===== src/rtl/mercury_pkg.sv =====
`default_nettype none
// +----------------------------------------------------------------------------+
// | Module      : mercury_pkg                                                  |
// | Description : Shared EXU types: ALU op encoding, default tag width and     |
// |               the ALU response record carried towards writeback.          |
// | Ports       : none (package)                                               |
// | Revision    : 1.0 - initial release                                        |
// +----------------------------------------------------------------------------+
package mercury_pkg;

  typedef enum logic [3:0] {
    ALU_ADD = 4'd0,
    ALU_SUB = 4'd1,
    ALU_AND = 4'd2,
    ALU_OR  = 4'd3,
    ALU_XOR = 4'd4,
    ALU_SLL = 4'd5,
    ALU_SRL = 4'd6,
    ALU_SRA = 4'd7
  } alu_op_t;

  localparam int ALU_OP_W  = $bits(alu_op_t);
  localparam int EXU_TAG_W = 6;
  // Wide enough for the largest supported requester count (4).
  localparam int EXU_SRC_W = 2;

  typedef struct packed {
    logic [63:0]          result;
    logic [EXU_TAG_W-1:0] tag;
    logic [EXU_SRC_W-1:0] src;
  } alu_rsp_t;

endpackage : mercury_pkg
`default_nettype wire


===== src/rtl/exu_rr_arb.sv =====
`default_nettype none
// +----------------------------------------------------------------------------+
// | Module      : exu_rr_arb                                                   |
// | Description : Pure combinational round-robin picker. Searches req_i        |
// |               upward from ptr_i with wrap and returns a one-hot grant.     |
// | Ports       : req_i   - request vector                                     |
// |               ptr_i   - index with highest priority this cycle             |
// |               grant_o - one-hot grant (zero when no request)               |
// | Revision    : 1.0 - initial release                                        |
// +----------------------------------------------------------------------------+
module exu_rr_arb #(
  parameter int NUM_REQ = 2,
  parameter int PTR_W   = $clog2(NUM_REQ)
) (
  input  logic [NUM_REQ-1:0] req_i,
  input  logic [PTR_W-1:0]   ptr_i,
  output logic [NUM_REQ-1:0] grant_o
);

  logic             found;
  logic [PTR_W-1:0] idx;

  always_comb begin
    grant_o = '0;
    found   = 1'b0;
    idx     = '0;
    for (int off = 0; off < NUM_REQ; off++) begin
      idx = PTR_W'((int'(ptr_i) + off) % NUM_REQ);
      if (!found && req_i[idx]) begin
        grant_o[idx] = 1'b1;
        found        = 1'b1;
      end
    end
  end

endmodule : exu_rr_arb
`default_nettype wire


===== src/rtl/exu_alu_arb.sv =====
`default_nettype none
// +----------------------------------------------------------------------------+
// | Module      : exu_alu_arb                                                  |
// | Description : Shares one combinational EXU ALU among NUM_REQ requesters.   |
// |               Round-robin grant drives the ALU (s0); result and tag are    |
// |               captured into an s1 buffer presented with valid/ready.       |
// | Ports       : clk, rst            - clock, synchronous active-high reset   |
// |               req_valid/ready     - per-requester handshake (ready=grant)  |
// |               req_op/opa/opb/tag  - packed per-requester op fields         |
// |               s0_valid, s0_alu_*  - ALU drive (zero when idle)             |
// |               s0_alu_result       - ALU combinational result               |
// |               rsp_valid/ready     - writeback handshake                    |
// |               rsp_result/tag/src  - buffered response (buffer head)        |
// | Config      : EXU_ALU_ARB_SKID_EN - 2-entry output FIFO, breaks the        |
// |               rsp_ready -> req_ready path. Undefined: 1-entry buffer.      |
// | Revision    : 1.0 - initial release                                        |
// +----------------------------------------------------------------------------+
module exu_alu_arb
  import mercury_pkg::*;
#(
  parameter int NUM_REQ = 2,
  parameter int TAG_W   = EXU_TAG_W
) (
  input  logic                          clk,
  input  logic                          rst,
  input  logic [NUM_REQ-1:0]            req_valid,
  output logic [NUM_REQ-1:0]            req_ready,
  input  logic [NUM_REQ*ALU_OP_W-1:0]   req_op,
  input  logic [NUM_REQ*64-1:0]         req_opa,
  input  logic [NUM_REQ*64-1:0]         req_opb,
  input  logic [NUM_REQ*TAG_W-1:0]      req_tag,
  output logic                          s0_valid,
  output logic [ALU_OP_W-1:0]           s0_alu_op,
  output logic [63:0]                   s0_alu_operandA,
  output logic [63:0]                   s0_alu_operandB,
  input  logic [63:0]                   s0_alu_result,
  output logic                          rsp_valid,
  input  logic                          rsp_ready,
  output logic [63:0]                   rsp_result,
  output logic [TAG_W-1:0]              rsp_tag,
  output logic [$clog2(NUM_REQ)-1:0]    rsp_src
);

  localparam int SRC_W = $clog2(NUM_REQ);

  typedef struct packed {
    logic [63:0]      result;
    logic [TAG_W-1:0] tag;
    logic [SRC_W-1:0] src;
  } entry_t;

  logic                accept;
  logic [NUM_REQ-1:0]  req_gated;
  logic [NUM_REQ-1:0]  grant;
  logic [SRC_W-1:0]    gnt_idx;
  logic [TAG_W-1:0]    gnt_tag;
  entry_t              push_entry;
  entry_t              head;
  logic [SRC_W-1:0]    rr_ptr_q, rr_ptr_d;

  // Masking the requests (rather than the grant) keeps the picker reusable.
  assign req_gated = accept ? req_valid : '0;

  exu_rr_arb #(
    .NUM_REQ (NUM_REQ),
    .PTR_W   (SRC_W)
  ) u_rr_arb (
    .req_i   (req_gated),
    .ptr_i   (rr_ptr_q),
    .grant_o (grant)
  );

  assign req_ready = grant;
  assign s0_valid  = |grant;

  // AND-OR mux on the one-hot grant: every s0 field is zero without a grant,
  // so the shared ALU inputs stay quiet on idle cycles.
  always_comb begin
    s0_alu_op       = '0;
    s0_alu_operandA = '0;
    s0_alu_operandB = '0;
    gnt_tag         = '0;
    gnt_idx         = '0;
    for (int i = 0; i < NUM_REQ; i++) begin
      if (grant[i]) begin
        s0_alu_op       |= req_op[i*ALU_OP_W +: ALU_OP_W];
        s0_alu_operandA |= req_opa[i*64 +: 64];
        s0_alu_operandB |= req_opb[i*64 +: 64];
        gnt_tag         |= req_tag[i*TAG_W +: TAG_W];
        gnt_idx         |= SRC_W'(i);
      end
    end
  end

  always_comb begin
    push_entry        = '0;
    push_entry.result = s0_alu_result;
    push_entry.tag    = gnt_tag;
    push_entry.src    = gnt_idx;
  end

  always_comb begin
    rr_ptr_d = rr_ptr_q;
    if (s0_valid) begin
      rr_ptr_d = (gnt_idx == SRC_W'(NUM_REQ - 1)) ? '0 : gnt_idx + SRC_W'(1);
    end
  end

  always_ff @(posedge clk) begin
    if (rst) begin
      rr_ptr_q <= '0;
    end else begin
      rr_ptr_q <= rr_ptr_d;
    end
  end

`ifdef EXU_ALU_ARB_SKID_EN

  entry_t      mem_q [2];
  logic        wr_ptr_q, wr_ptr_d;
  logic        rd_ptr_q, rd_ptr_d;
  logic [1:0]  count_q, count_d;
  logic        push;
  logic        pop;

  // Acceptance depends only on registered occupancy.
  assign accept = (count_q != 2'd2);
  assign push   = s0_valid;
  assign pop    = (count_q != 2'd0) && rsp_ready;

  always_comb begin
    wr_ptr_d = wr_ptr_q ^ push;
    rd_ptr_d = rd_ptr_q ^ pop;
    case ({push, pop})
      2'b10:   count_d = count_q + 2'd1;
      2'b01:   count_d = count_q - 2'd1;
      default: count_d = count_q;
    endcase
  end

  always_ff @(posedge clk) begin
    if (rst) begin
      mem_q[0] <= '0;
      mem_q[1] <= '0;
      wr_ptr_q <= 1'b0;
      rd_ptr_q <= 1'b0;
      count_q  <= 2'd0;
    end else begin
      if (push) begin
        mem_q[wr_ptr_q] <= push_entry;
      end
      wr_ptr_q <= wr_ptr_d;
      rd_ptr_q <= rd_ptr_d;
      count_q  <= count_d;
    end
  end

  assign head      = mem_q[rd_ptr_q];
  assign rsp_valid = (count_q != 2'd0);

`else

  logic   valid_q, valid_d;
  entry_t entry_q, entry_d;

  // A firing response frees the slot in the same cycle, hence the
  // combinational rsp_ready -> req_ready path.
  assign accept = !valid_q || rsp_ready;

  always_comb begin
    valid_d = valid_q;
    entry_d = entry_q;
    if (s0_valid) begin
      valid_d = 1'b1;
      entry_d = push_entry;
    end else if (rsp_ready) begin
      valid_d = 1'b0;
    end
  end

  always_ff @(posedge clk) begin
    if (rst) begin
      valid_q <= 1'b0;
      entry_q <= '0;
    end else begin
      valid_q <= valid_d;
      entry_q <= entry_d;
    end
  end

  assign head      = entry_q;
  assign rsp_valid = valid_q;

`endif

  assign rsp_result = head.result;
  assign rsp_tag    = head.tag;
  assign rsp_src    = head.src;

endmodule : exu_alu_arb
`default_nettype wire


===== config.mk =====
export PLATFORM = sky130hd
export DESIGN_NAME = exu_alu_arb
export DESIGN_NICKNAME = d
export VERILOG_FILES = /design/src/rtl/mercury_pkg.sv /design/src/rtl/exu_rr_arb.sv /design/src/rtl/exu_alu_arb.sv
export SDC_FILE = /design/constraint.sdc
export NUM_CORES = 1
export LEC_CHECK = 0
export CAP_MARGIN = 20
export CORE_AREA = 4 4 212 214
export DETAILED_ROUTE_END_ITERATION = 6
export DIE_AREA = 0 0 216 218
export SLEW_MARGIN = 10
export SYNTH_ARGS = -nofsm -noshare
export SYNTH_HDL_FRONTEND = slang
export SYNTH_HIERARCHICAL = 1
export SYNTH_SLANG_ARGS = --single-unit

===== constraint.sdc =====
create_clock -name clk -period 3.1 [get_ports clk]
set_clock_uncertainty 0.1 [all_clocks]
set_input_delay 0.31 -clock clk [delete_from_list [all_inputs] [get_ports clk]]
set_output_delay 0.31 -clock clk [all_outputs]
set_load 0.005 [all_outputs]

==> After elaboration in Yosys (flattened, before gate mapping) <==
Index checks and enable logic that the tools add are counted.
{ "totals": {"reg_bits": 73, "latchBits": 0, "mem_bits_rw": 0, "rom_bits": 0, "wordCells": 48, "mem_count": 0} }
{ "op_classes": {"add_sub_neg": 2, "mul": 0, "n_div": 0, "order_cmp": 4, "eq_ne": 0, "shift": 0, "muxes": 24, "n_bitwise": 5, "reduce_logical": 8} }
{ "ops": {"columns": ["op", "n"], "rows": [
  ["64-bit two-way mux", 4],
  ["64-bit bitwise OR", 2],
  ["6-bit two-way mux", 2],
  ["1-bit two-way mux", 11],
  ["4-bit two-way mux", 2],
  ["2-bit two-way mux", 3],
  ["6-bit bitwise OR", 1],
  ["1-bit by 2-bit less-than comparator with 1-bit output, second input constant", 2],
  ["4-bit bitwise OR", 1],
  ["1-bit logical AND", 3],
  ["1-bit adder, second input constant", 2],
  ["1-bit demux with 1-bit select", 2],
  ["1-bit greater-or-equal comparator, second input constant", 2],
  ["1-bit zero test", 2],
  ["2-bit bitwise OR", 1],
  ["2-bit nonzero test", 1],
  ["2-bit OR reduction", 1],
  ["1-bit logical OR", 1]
]} }

==> Longest topological paths before layout <==
Gate-level depths: netlist of the first run.
{ "depth": {"word_depth": 12, "mapped_depth": 8, "mapped_depth_nobuf": 5} }

==> Cells and area by module <==
The synthesis of the first run kept the hierarchy.
{ "by_module_without_submodules": {"columns": ["module", "n_inst", "cells_each", "area_each_um2"], "rows": [
  ["exu_alu_arb", 1, 494, 4354.2],
  ["exu_rr_arb", 1, 3, 18.8]
]} }

==> Worst setup path after synthesis of the first run <==
Ideal clock, no wire load.
{ "synth_path": {"kind": "input port to output port", "from": "input port rsp_ready", "to": "output port s0_alu_operandA[60]", "arrival_time_ps": 1780, "required_time_ps": 2690, "slack_ps": 910, "path_stages": 7, "n_path_buf": 3, "cell_sequence": "nand2b_1 and2_1 a21boi_0 buf_6 buf_2 buf_2 a22o_1"} }
{ "synth_via": {"elab_chain_len": 11, "word_cells_on_any_way": 15, "classes_between": "mux: 10; bitwise: 2; reduce/logical: 3"} }
{ "synth_lines": {"columns": ["element", "line", "rtl"], "rows": [
  ["from (decl)", "exu_alu_arb.sv:38", "input logic rsp_ready,"],
  ["1-bit logical OR (*)", "exu_alu_arb.sv:168", "assign accept = !valid_q || rsp_ready;"],
  ["2-bit two-way mux (*)", "exu_alu_arb.sv:62", "assign req_gated = accept ? req_valid : '0;"],
  ["named net req_gated[1]", "exu_alu_arb.sv:53", "logic [NUM_REQ-1:0] req_gated;"],
  ["1-bit two-way mux (not written as such) (2 in a row)", "exu_rr_arb.sv:29", "if (!found && req_i[idx]) begin"],
  ["1-bit two-way mux", "exu_rr_arb.sv:29", null],
  ["1-bit zero test", "exu_rr_arb.sv:29", null],
  ["1-bit logical AND", "exu_rr_arb.sv:29", null],
  ["2-bit two-way mux (*)", "exu_rr_arb.sv:29", null],
  ["named net req_ready[0]", "exu_alu_arb.sv:27", "output logic [NUM_REQ-1:0] req_ready,"],
  ["64-bit two-way mux (*)", "exu_alu_arb.sv:85", "if (grant[i]) begin"],
  ["64-bit bitwise OR", "exu_alu_arb.sv:87", "s0_alu_operandA |= req_opa[i*64 +: 64];"],
  ["64-bit two-way mux (*)", "exu_alu_arb.sv:85", null],
  ["to (decl)", "exu_alu_arb.sv:34", "output logic [63:0] s0_alu_operandA,"]
]} }
The timed path passes the listed nets; every way through them passes the cells marked *. The select of a mux whose other input is x is not followed.

==> Worst setup path after layout of the first run <==
{ "layout_path": {"from": "input port rsp_ready", "to": "output port s0_alu_operandA[53]"} }
{ "layout_via": {"elab_chain_len": 11, "word_cells_on_any_way": 15, "classes_between": "mux: 10; bitwise: 2; reduce/logical: 3"} }
{ "layout_lines": {"columns": ["element", "line"], "rows": [
  ["1-bit logical OR (*)", "exu_alu_arb.sv:168"],
  ["2-bit two-way mux (*)", "exu_alu_arb.sv:62"],
  ["named net req_gated[0]", "exu_alu_arb.sv:53"],
  ["1-bit two-way mux (not written as such) (2 in a row)", "exu_rr_arb.sv:29"],
  ["1-bit two-way mux", "exu_rr_arb.sv:29"],
  ["1-bit zero test", "exu_rr_arb.sv:29"],
  ["1-bit logical AND", "exu_rr_arb.sv:29"],
  ["2-bit two-way mux (*)", "exu_rr_arb.sv:29"],
  ["64-bit two-way mux", "exu_alu_arb.sv:85"],
  ["64-bit bitwise OR", "exu_alu_arb.sv:87"],
  ["64-bit two-way mux (*)", "exu_alu_arb.sv:85"]
]} }
Marked as above.

==> results of run 1 <==
-- power by group --
| group | switching [uW] | internal (uW) |
|---|---|---|
| sequential | 37.9 | 1020 |
| clock | 410 | 529 |
| combinational | 669 | 1100 |
| total | 1120 | 2640 |
-- cell families (layout without fill, tap and decap cells) --
group,Yosys count,count (layout)
AOI/OAI and AO/OA,276,276
DFF,73,73
buffers and inverters,71,596
and+or+nand+nor,77,77
other,0,3
-- worst register-to-register path, stage by stage (launching register included) --
cell	delay [ps]
dfxtp_1	310
nand2b_1	100
and2_1	210
a21boi_4	270
buf_12	270
buf_4	410
o21ai_0	210
a21oi_1	180
-- cells in the mapped netlist (all sizes together) --
cell,number,share of area [%]
a22o,132,26
nand2b,2,0.29
nor2,2,0.17
dfxtp,73,33
buf,41,5.7
and2,2,0.29
clkbuf,27,2.4
a21oi,72,8.2
nor3,1,0.11
or3b,70,14
o21ai,64,7.3
a21boi,2,0.34
inv,3,0.26
a22oi,6,1.0
-- per-stage QoR --
step	setup slack (ps)	instance area (um2)	power (uW)	hold WS, ps
final	116	10900	3760	334
after global routing	0.913	10900	3950	361
after CTS	77.1	10900	3830	336
after detailed placement	87.8	10700	2840	368
after global placement	64.8	10700	2850	363
after floorplan	910	4370	1590	366
-- state kept, by name (all words and copies together) (netlist names) --
name	count
rsp_result	64
rsp_tag	6
rr_ptr_q	1
rsp_src	1
rsp_valid	1
-- worst paths after layout --
check / from / to / slack [ps] / depth (start not counted)
min: rst / rsp_result[30] / 330 / 3
max: rsp_ready / s0_alu_operandA[53] / 120 / 8
max reg2reg: rsp_valid / rsp_result[6] / 970 / 7
min reg2reg: rsp_src / rsp_src / 380 / 2
-- final cells by class --
type                       instances  share of cell area, %
sequential                        73                   13.4
tap                              585                   6.70
timing repair buffer             579                   53.9
inverter                           3                  0.103
clock inverter                     4                  0.206
antenna                            3                 0.0687
multi-input combinational        353                   23.5
clock buffer                      10                   2.10
-- per-layer routing --
layer,vias up,routed length [um]
met5,-,199
met4,30,1480
met3,74,4600
met2,377,19600
met1,3094,14400
li1,2978,-
==> impl_metrics.ini, run 1 <==
[timing]
tightest_slew_ps = 434
finalMaxSlewViolations = 0
clock.fmax_ghz = 0.335
fin_crit_sh_pct = 96.3
max_slew_margin_pct = 71.0
tns_ps = 0
setup_violations = 0
hold_violations = 0
min_period_ps = 2980
rsz0062_at_grt = false

[place]
gp_congestion = 0.932
dp.cells = 1593
hpwl_mm = 34.2
portBuffers = 551

[cts]
cts-root-buf = clkbuf_16
cts.path.max_buffers = 2
cts_tree = done
ctsHoldBuffers = 0
clock-sinks = 73
cts_buffers = 9
ctsResizeCount = 0
htree_levels = 3
clk_pin_slew_ps = 60
cts_setup_buffers = 0
clock_latency_ps = 340

[worst_setup_path]
critPathLaunchType = primary input
critical_path_class = primary input to output pin
required_ps = 2690
crit_fanout = 39
cp-end-kind = output pin
crit_family = buffers and inverters
worst_path_max_delay_cell = clkdlybuf4s50_1
crit_chain = clkdlybuf4s50_1 > nand2b_1 > and2_1 > a21boi_4 > buf_12 > buf_12 > a22o_1 > clkdlybuf4s50_1
max_stage_delay_ps = 600
cp_num_buf_inv = 4
worstPathArrival_ps = 2570

[power]
leakagePower_uw = 0.00393
ir_drop_mv = 0.221
power_density_nw_per_um2 = 344

[die]
row_count = 76
fp.coreArea_um2 = 42900
die_h_um = 218
initial_utilization_pct = 10.2
die-area_um2 = 47100
fp.dieW_um = 216
ioPinCount = 552

[finish]
area_growth_pct = 150
nNetsFinal = 1364
final_cell_mix = clkdlybuf4s50_1, a22o_1, dfxtp_1
multi_input_area_um2 = 2570
layout_commonest_cell = clkdlybuf4s50_1
seq_area_um2 = 1460
fillerInstances = 4622
final_cells = 1610
final_core_util_pct = 25.5
drive_gt1_share_pct = 5.38

[global_routing]
grt_overflow_total = 0
met3_usage_pct = 7.66
antenna_found_initial = 19
grt.busiest_layer = met2
first_global_vias = 6349
use_met1_pct = 16.7
use_met2_pct = 27.1
grt_pass1_wl_mm = 52.5
grt_max_degree = 92
grt_usage_pct = 15.8

[run]
maxCapViolCount = 0

[detailed_routing]
dr.pass1.iters = 4
totalWireLength_mm = 40.3
wl_per_cell_um = 25.0
antenna_left = 0
drcViolationCount = 0
num_vias = 6553
viasPerCell = 4.07
drt_iter0_drc = 431

[min_path]
min_path_type = primary input to flip-flop

[yosys]
synth-xor-area-share_pct = 0
synth_top_family_by_area = compound AO/OA/AOI/OAI gates
synth_fp_nets = 842
netlist_area_um2 = 4370
synthAdderAreaFrac_pct = 0
synthCells = 497
yosysSeqAreaShare_pct = 33.4
yosys_warnings = 6
synth_compound_area_share_pct = 43.4
synth_cell_type_count = 17
synthMuxAreaShare_pct = 0
yosys.area_share.simple_pct = 14.9
synth-seq-cells = 73
syn_avg_cell_area_um2 = 8.80

[status]
status = finished clean
Power figures use the tool's default switching activity.
==> run 2: changes to the inputs <==
- ABC_AREA: unset -> 1
==> run 2 against run 1 <==
Register-to-register slack got worse by 210 ps. Maximum frequency fell by 0.26%. Wire length fell by 18%. Global-route usage fell by 3.2 points. Core utilization fell by 0.77 points.
==> impl_metrics.ini, run 2 <==
[status]
status = finished clean

[die]
die_h_um = 218
initial_utilization_pct = 9.28
die-area_um2 = 47100
fp.dieW_um = 216
fp.coreArea_um2 = 42900
row_count = 76
ioPinCount = 552

[finish]
multi_input_area_um2 = 2200
seq_area_um2 = 1460
nNetsFinal = 1380
layout_commonest_cell = clkdlybuf4s50_1
area_growth_pct = 166
design_area_um2 = 10600
drive_gt1_share_pct = 6.06
final_cell_mix = clkdlybuf4s50_1, a22o_1, nor2_1
fillerInstances = 4652
largest_reg_flops = 64

[yosys]
synth_cell_type_count = 20
syn_avg_cell_area_um2 = 7.93
synthDominantCellAreaShare_pct = 36.7
yosys_warnings = 6
synth-seq-cells = 73
yosys-top-cells-area = dfxtp_1, a22o_1, nor2_1
netlist_area_um2 = 3980
yosys.area.top_type = dfxtp_1
async_flop_share_pct = 0
yosysSeqAreaShare_pct = 36.7
synth.most_common_cell = a22o_1
synthFlopType = dfxtp_1
synth_fp_nets = 847
synthCells = 502
synth_edf_count = 0
ys_top_cells_by_count = a22o_1, nor2_1, dfxtp_1, o21ai_0, buf_2

[timing]
tightest_slew_ps = 788
fin_crit_sh_pct = 96.5
tns_ps = 0
max_slew_margin_pct = 47.5
finalMaxSlewViolations = 0
hold_violations = 0
min_period_ps = 2990
rsz0062_at_grt = false
clock.fmax_ghz = 0.334
worst_slack_ps = 108
setup_violations = 0

[cts]
cts.path.max_buffers = 2
htree_levels = 3
cts_buffers = 9
clock-sinks = 73
cts_tree = done
cts-root-buf = clkbuf_16
clk_pin_slew_ps = 60
clock_latency_ps = 340

[power]
power_density_nw_per_um2 = 363
ir_drop_mv = 0.216
leakagePower_uw = 0.00410

[detailed_routing]
viasPerCell = 3.69
drt_iter0_drc = 325
met1_length_mm = 12.1
totalWireLength_mm = 33.0
highest_layer = met5
met2WireLength_mm = 17.1
wl_per_cell_um = 20.2
wl_met3_mm = 3.08
drcViolationCount = 0
antenna_left = 0
dr.pass1.iters = 4
num_vias = 6010

[place]
hpwl_mm = 28.4
placed_cell_area_um2 = 10300
dp_worst_setup_slack_ps = 53.4
portBuffers = 551
gp_congestion = 0.874

[worst_setup_path]
worst-r2r-setup-slack_ps = 760
worstPathArrival_ps = 2580
critical_path_class = primary input to output pin
cp-end-kind = output pin
required_ps = 2690
r2r_start = rsp_valid
crit_fanout = 44
worstRegToRegCells = 9
critPathLaunchType = primary input
timing.rr.end = rsp_result[40]

[global_routing]
grt_usage_pct = 12.6
first_global_vias = 6041
grt_max_degree = 67
antenna_found_initial = 16
grt_pass1_wl_mm = 43.0
grt_overflow_total = 0

[run]
maxCapViolCount = 0

[min_path]
hold_start = rsp_tag[2]
min_path_type = flip-flop to flip-flop
hold_end = rsp_tag[2]
whs_path_depth = 2
run 2: cell count changes in the layout (fill, tap and decap cells not counted), moves of 9 or more:
| cell | previous run | this run |
|---|---|---|
| a21oi_1 | 72 | 8 |
| nand2_1 | 0 | 25 |
| nor2_1 | 2 | 121 |
| nor2_2 | 0 | 9 |
| o21ai_0 | 64 | 53 |
| o21ai_1 | 0 | 11 |
| or3b_1 | 70 | 0 |
run 2: worst max-delay path, cell delays in order:
cell and delay (ps):
clkdlybuf4s50_1 470, inv_1 60, a21boi_0 270, a21boi_4 250, buf_12 230, buf_4 220, a22o_1 150, clkdlybuf4s50_1 560
run 2: cells by family after synthesis:
logic type,Yosys count,share of synthesized area [%]
compound gates,208,39.0
buf+inv,64,8.49
flops,73,36.7
simple gates,157,15.8
run 2: through the flow:
| step | std cells | power (uW) | utilization [%] | hold WS [ps] |
|---|---|---|---|---|
| after floorplan | 502 | 1630 | - | 357 |
| after global placement | 1607 | 2900 | 24.0 | 355 |
| after detailed placement | 1607 | 2920 | 24.0 | 362 |
| after CTS | 1623 | 3930 | 24.6 | 372 |
| after global routing | 1627 | 4060 | 24.7 | 394 |
| final | 1629 | 3850 | 24.7 | 369 |
run 2: how the worst max path moves through the flow:
stage	start	endpoint	slack, ps	cells past startpoint
after CTS	rsp_ready	s0_alu_operandA[39]	40	10
after floorplan	rsp_ready	s0_alu_operandB[46]	1190	7
final	rsp_ready	s0_alu_operandA[42]	110	8
after global placement	rsp_ready	s0_alu_operandA[39]	100	10
after global routing	rsp_ready	s0_alu_operandA[42]	30	8
after detailed placement	rsp_ready	s0_alu_operandA[39]	50	10
run 2: what timing repair did:
| item | 4_1_cts | 5_1_grt |
|---|---|---|
| setup buffers | 0 | 1 |
| gates resized for setup | 0 | 2 |
| setup endpoints to repair | 0 | 46 |
| hold buffers | 0 | 0 |
run 2: layout make-up:
class | count | area share (%)
clock buffers | 11 | 2.29
diodes | 4 | 0.0945
multi-input cells | 365 | 20.7
flip-flops and latches | 73 | 13.8
inverters | 11 | 0.402
well taps | 585 | 6.91
repair buffers | 575 | 55.5
clock inverters | 5 | 0.295
run 2: layer usage:
layer  vias up  GRT usage [%]
met5         -              0
met4        22           3.29
met3        39           5.17
met2       308           23.3
met1      2768           13.3
li1       2873              -
run 2: power breakdown:
group	switching, uW	total (uW)	internal [uW]
Combinational	670	1790	1120
Clock	407	968	561
Sequential	53.3	1090	1040
Total	1130	3850	2720
==> run 3: changes to the inputs <==
- GPL_ROUTABILITY_DRIVEN: unset -> 0
- MAX_ROUTING_LAYER: unset -> met4
==> run 3 against run 2 <==
Via count fell by 0.50%. Clock power rose by 0.4%. Sequential power barely moved. First-iteration DRC count fell by 8.0%. Total power rose by 0.11%. Maximum frequency barely moved. Global-route usage rose by 0.37 points. Wire length fell by 0.14%. Highest routed layer is now met4.
==> impl_metrics.ini, run 3 (synthesis results as in run 2) <==
[worst_setup_path]
r2r_start = rsp_valid
cp-end-kind = output pin
crit_fanout = 44
critPathLaunchType = primary input
worstPathArrival_ps = 2580
crit_start = rsp_ready
critical_path_class = primary input to output pin
worst-r2r-setup-slack_ps = 760
timing.rr.end = rsp_result[40]
required_ps = 2690
worstRegToRegCells = 9

[cts]
cts_tree = done
clock-sinks = 73
cts.path.max_buffers = 2
htree_levels = 3
cts_buffers = 9
clk_pin_slew_ps = 60
ctsHoldBuffers = 0
clock_latency_ps = 340
cts-root-buf = clkbuf_16

[power]
power_density_nw_per_um2 = 363
ir_drop_mv = 0.217
leakagePower_uw = 0.00410

[die]
die-area_um2 = 47100
fp.dieW_um = 216
fp.coreArea_um2 = 42900
die_h_um = 218
initial_utilization_pct = 9.28
row_count = 76
ioPinCount = 552

[timing]
hold_violations = 0
max_slew_margin_pct = 48.8
finalMaxSlewViolations = 0
min_period_ps = 2990
tns_ps = 0
clock.fmax_ghz = 0.334
rsz0062_at_grt = false
tightest_slew_ps = 768
setup_violations = 0
fin_crit_sh_pct = 96.6
worst_slack_ps = 106

[detailed_routing]
num_vias = 5980
antenna_left = 0
drcViolationCount = 0
totalWireLength_mm = 32.9
wl_per_cell_um = 20.1
viasPerCell = 3.65
drt_iter0_drc = 299
dr.pass1.iters = 6

[finish]
layout_commonest_cell = clkdlybuf4s50_1
design_area_um2 = 10600
final_cell_mix = clkdlybuf4s50_1, a22o_1, nor2_1
nNetsFinal = 1380
seq_area_um2 = 1460
fillerInstances = 4650
largest_reg_flops = 64
multi_input_area_um2 = 2200
area_growth_pct = 167
drive_gt1_share_pct = 6.06

[min_path]
hold_start = rsp_tag[1]
hold_end = rsp_tag[1]
min_path_type = flip-flop to flip-flop
whs_path_depth = 2

[global_routing]
grt_pass1_wl_mm = 43.0
antenna_found_initial = 16
grt_max_degree = 67
grt_overflow_total = 0
grt_usage_pct = 13.0
first_global_vias = 6051

[status]
status = finished clean

[place]
placed_cell_area_um2 = 10300
portBuffers = 551
hpwl_mm = 28.4
dp_worst_setup_slack_ps = 53.4

[run]
maxCapViolCount = 0
## run 3: cell count changes in the layout (fill, tap and decap cells not counted)
cell     previous run  this run
diode_2             4        15
## run 3: per-layer routing
metal	GRT usage [%]	up-vias	wire length [um]
met5	-	-	0
met4	3.29	0	628
met3	4.56	19	2910
met2	23.3	307	17000
met1	13.7	2764	12400
li1	-	2890	-
## run 3: final cells by class
class,count,area share (%)
Multi-Input combinational cell,365,20.7
Sequential cell,73,13.8
Clock inverter,5,0.294
Inverter,11,0.401
Clock buffer,11,2.29
Antenna cell,15,0.353
Tap cell,585,6.89
Timing Repair Buffer,575,55.3
## run 3: critical path, stage by stage
cell	delay [ps]
clkdlybuf4s50_1	470
inv_1	70
a21boi_0	270
a21boi_4	250
buf_12	240
buf_4	220
a22o_1	150
clkdlybuf4s50_1	570
## run 3: stage by stage
| stage | hold WS [ps] | util, % | instances | total power, uW |
|---|---|---|---|---|
| after floorplan | 357 | - | 502 | 1630 |
| after global placement | 355 | 24.0 | 1607 | 2900 |
| after detailed placement | 362 | 24.0 | 1607 | 2920 |
| after CTS | 372 | 24.6 | 1623 | 3930 |
| after global routing | 394 | 24.8 | 1640 | 4060 |
| final | 370 | 24.8 | 1640 | 3850 |
## run 3: worst max-delay path by stage
stage / endpoint / cells after the start
final: s0_alu_operandA[43] / 8
after global routing: s0_alu_operandA[42] / 8
after CTS: s0_alu_operandA[39] / 10
after detailed placement: s0_alu_operandA[39] / 10
after global placement: s0_alu_operandA[39] / 10
after floorplan: s0_alu_operandB[46] / 7
## run 3: repair_timing
| action | CTS | global route |
|---|---|---|
| setup endpoints to repair | 0 | 44 |
| buffers inserted | 0 | 1 |
| resized for setup | 0 | 2 |
## run 3: where the power goes
group	switching [uW]	leakage (uW)	total (uW)	internal, uW
clock network	411	0.000135	972	561
registers	53.5	0.000607	1090	1040
logic	670	0.00336	1790	1120
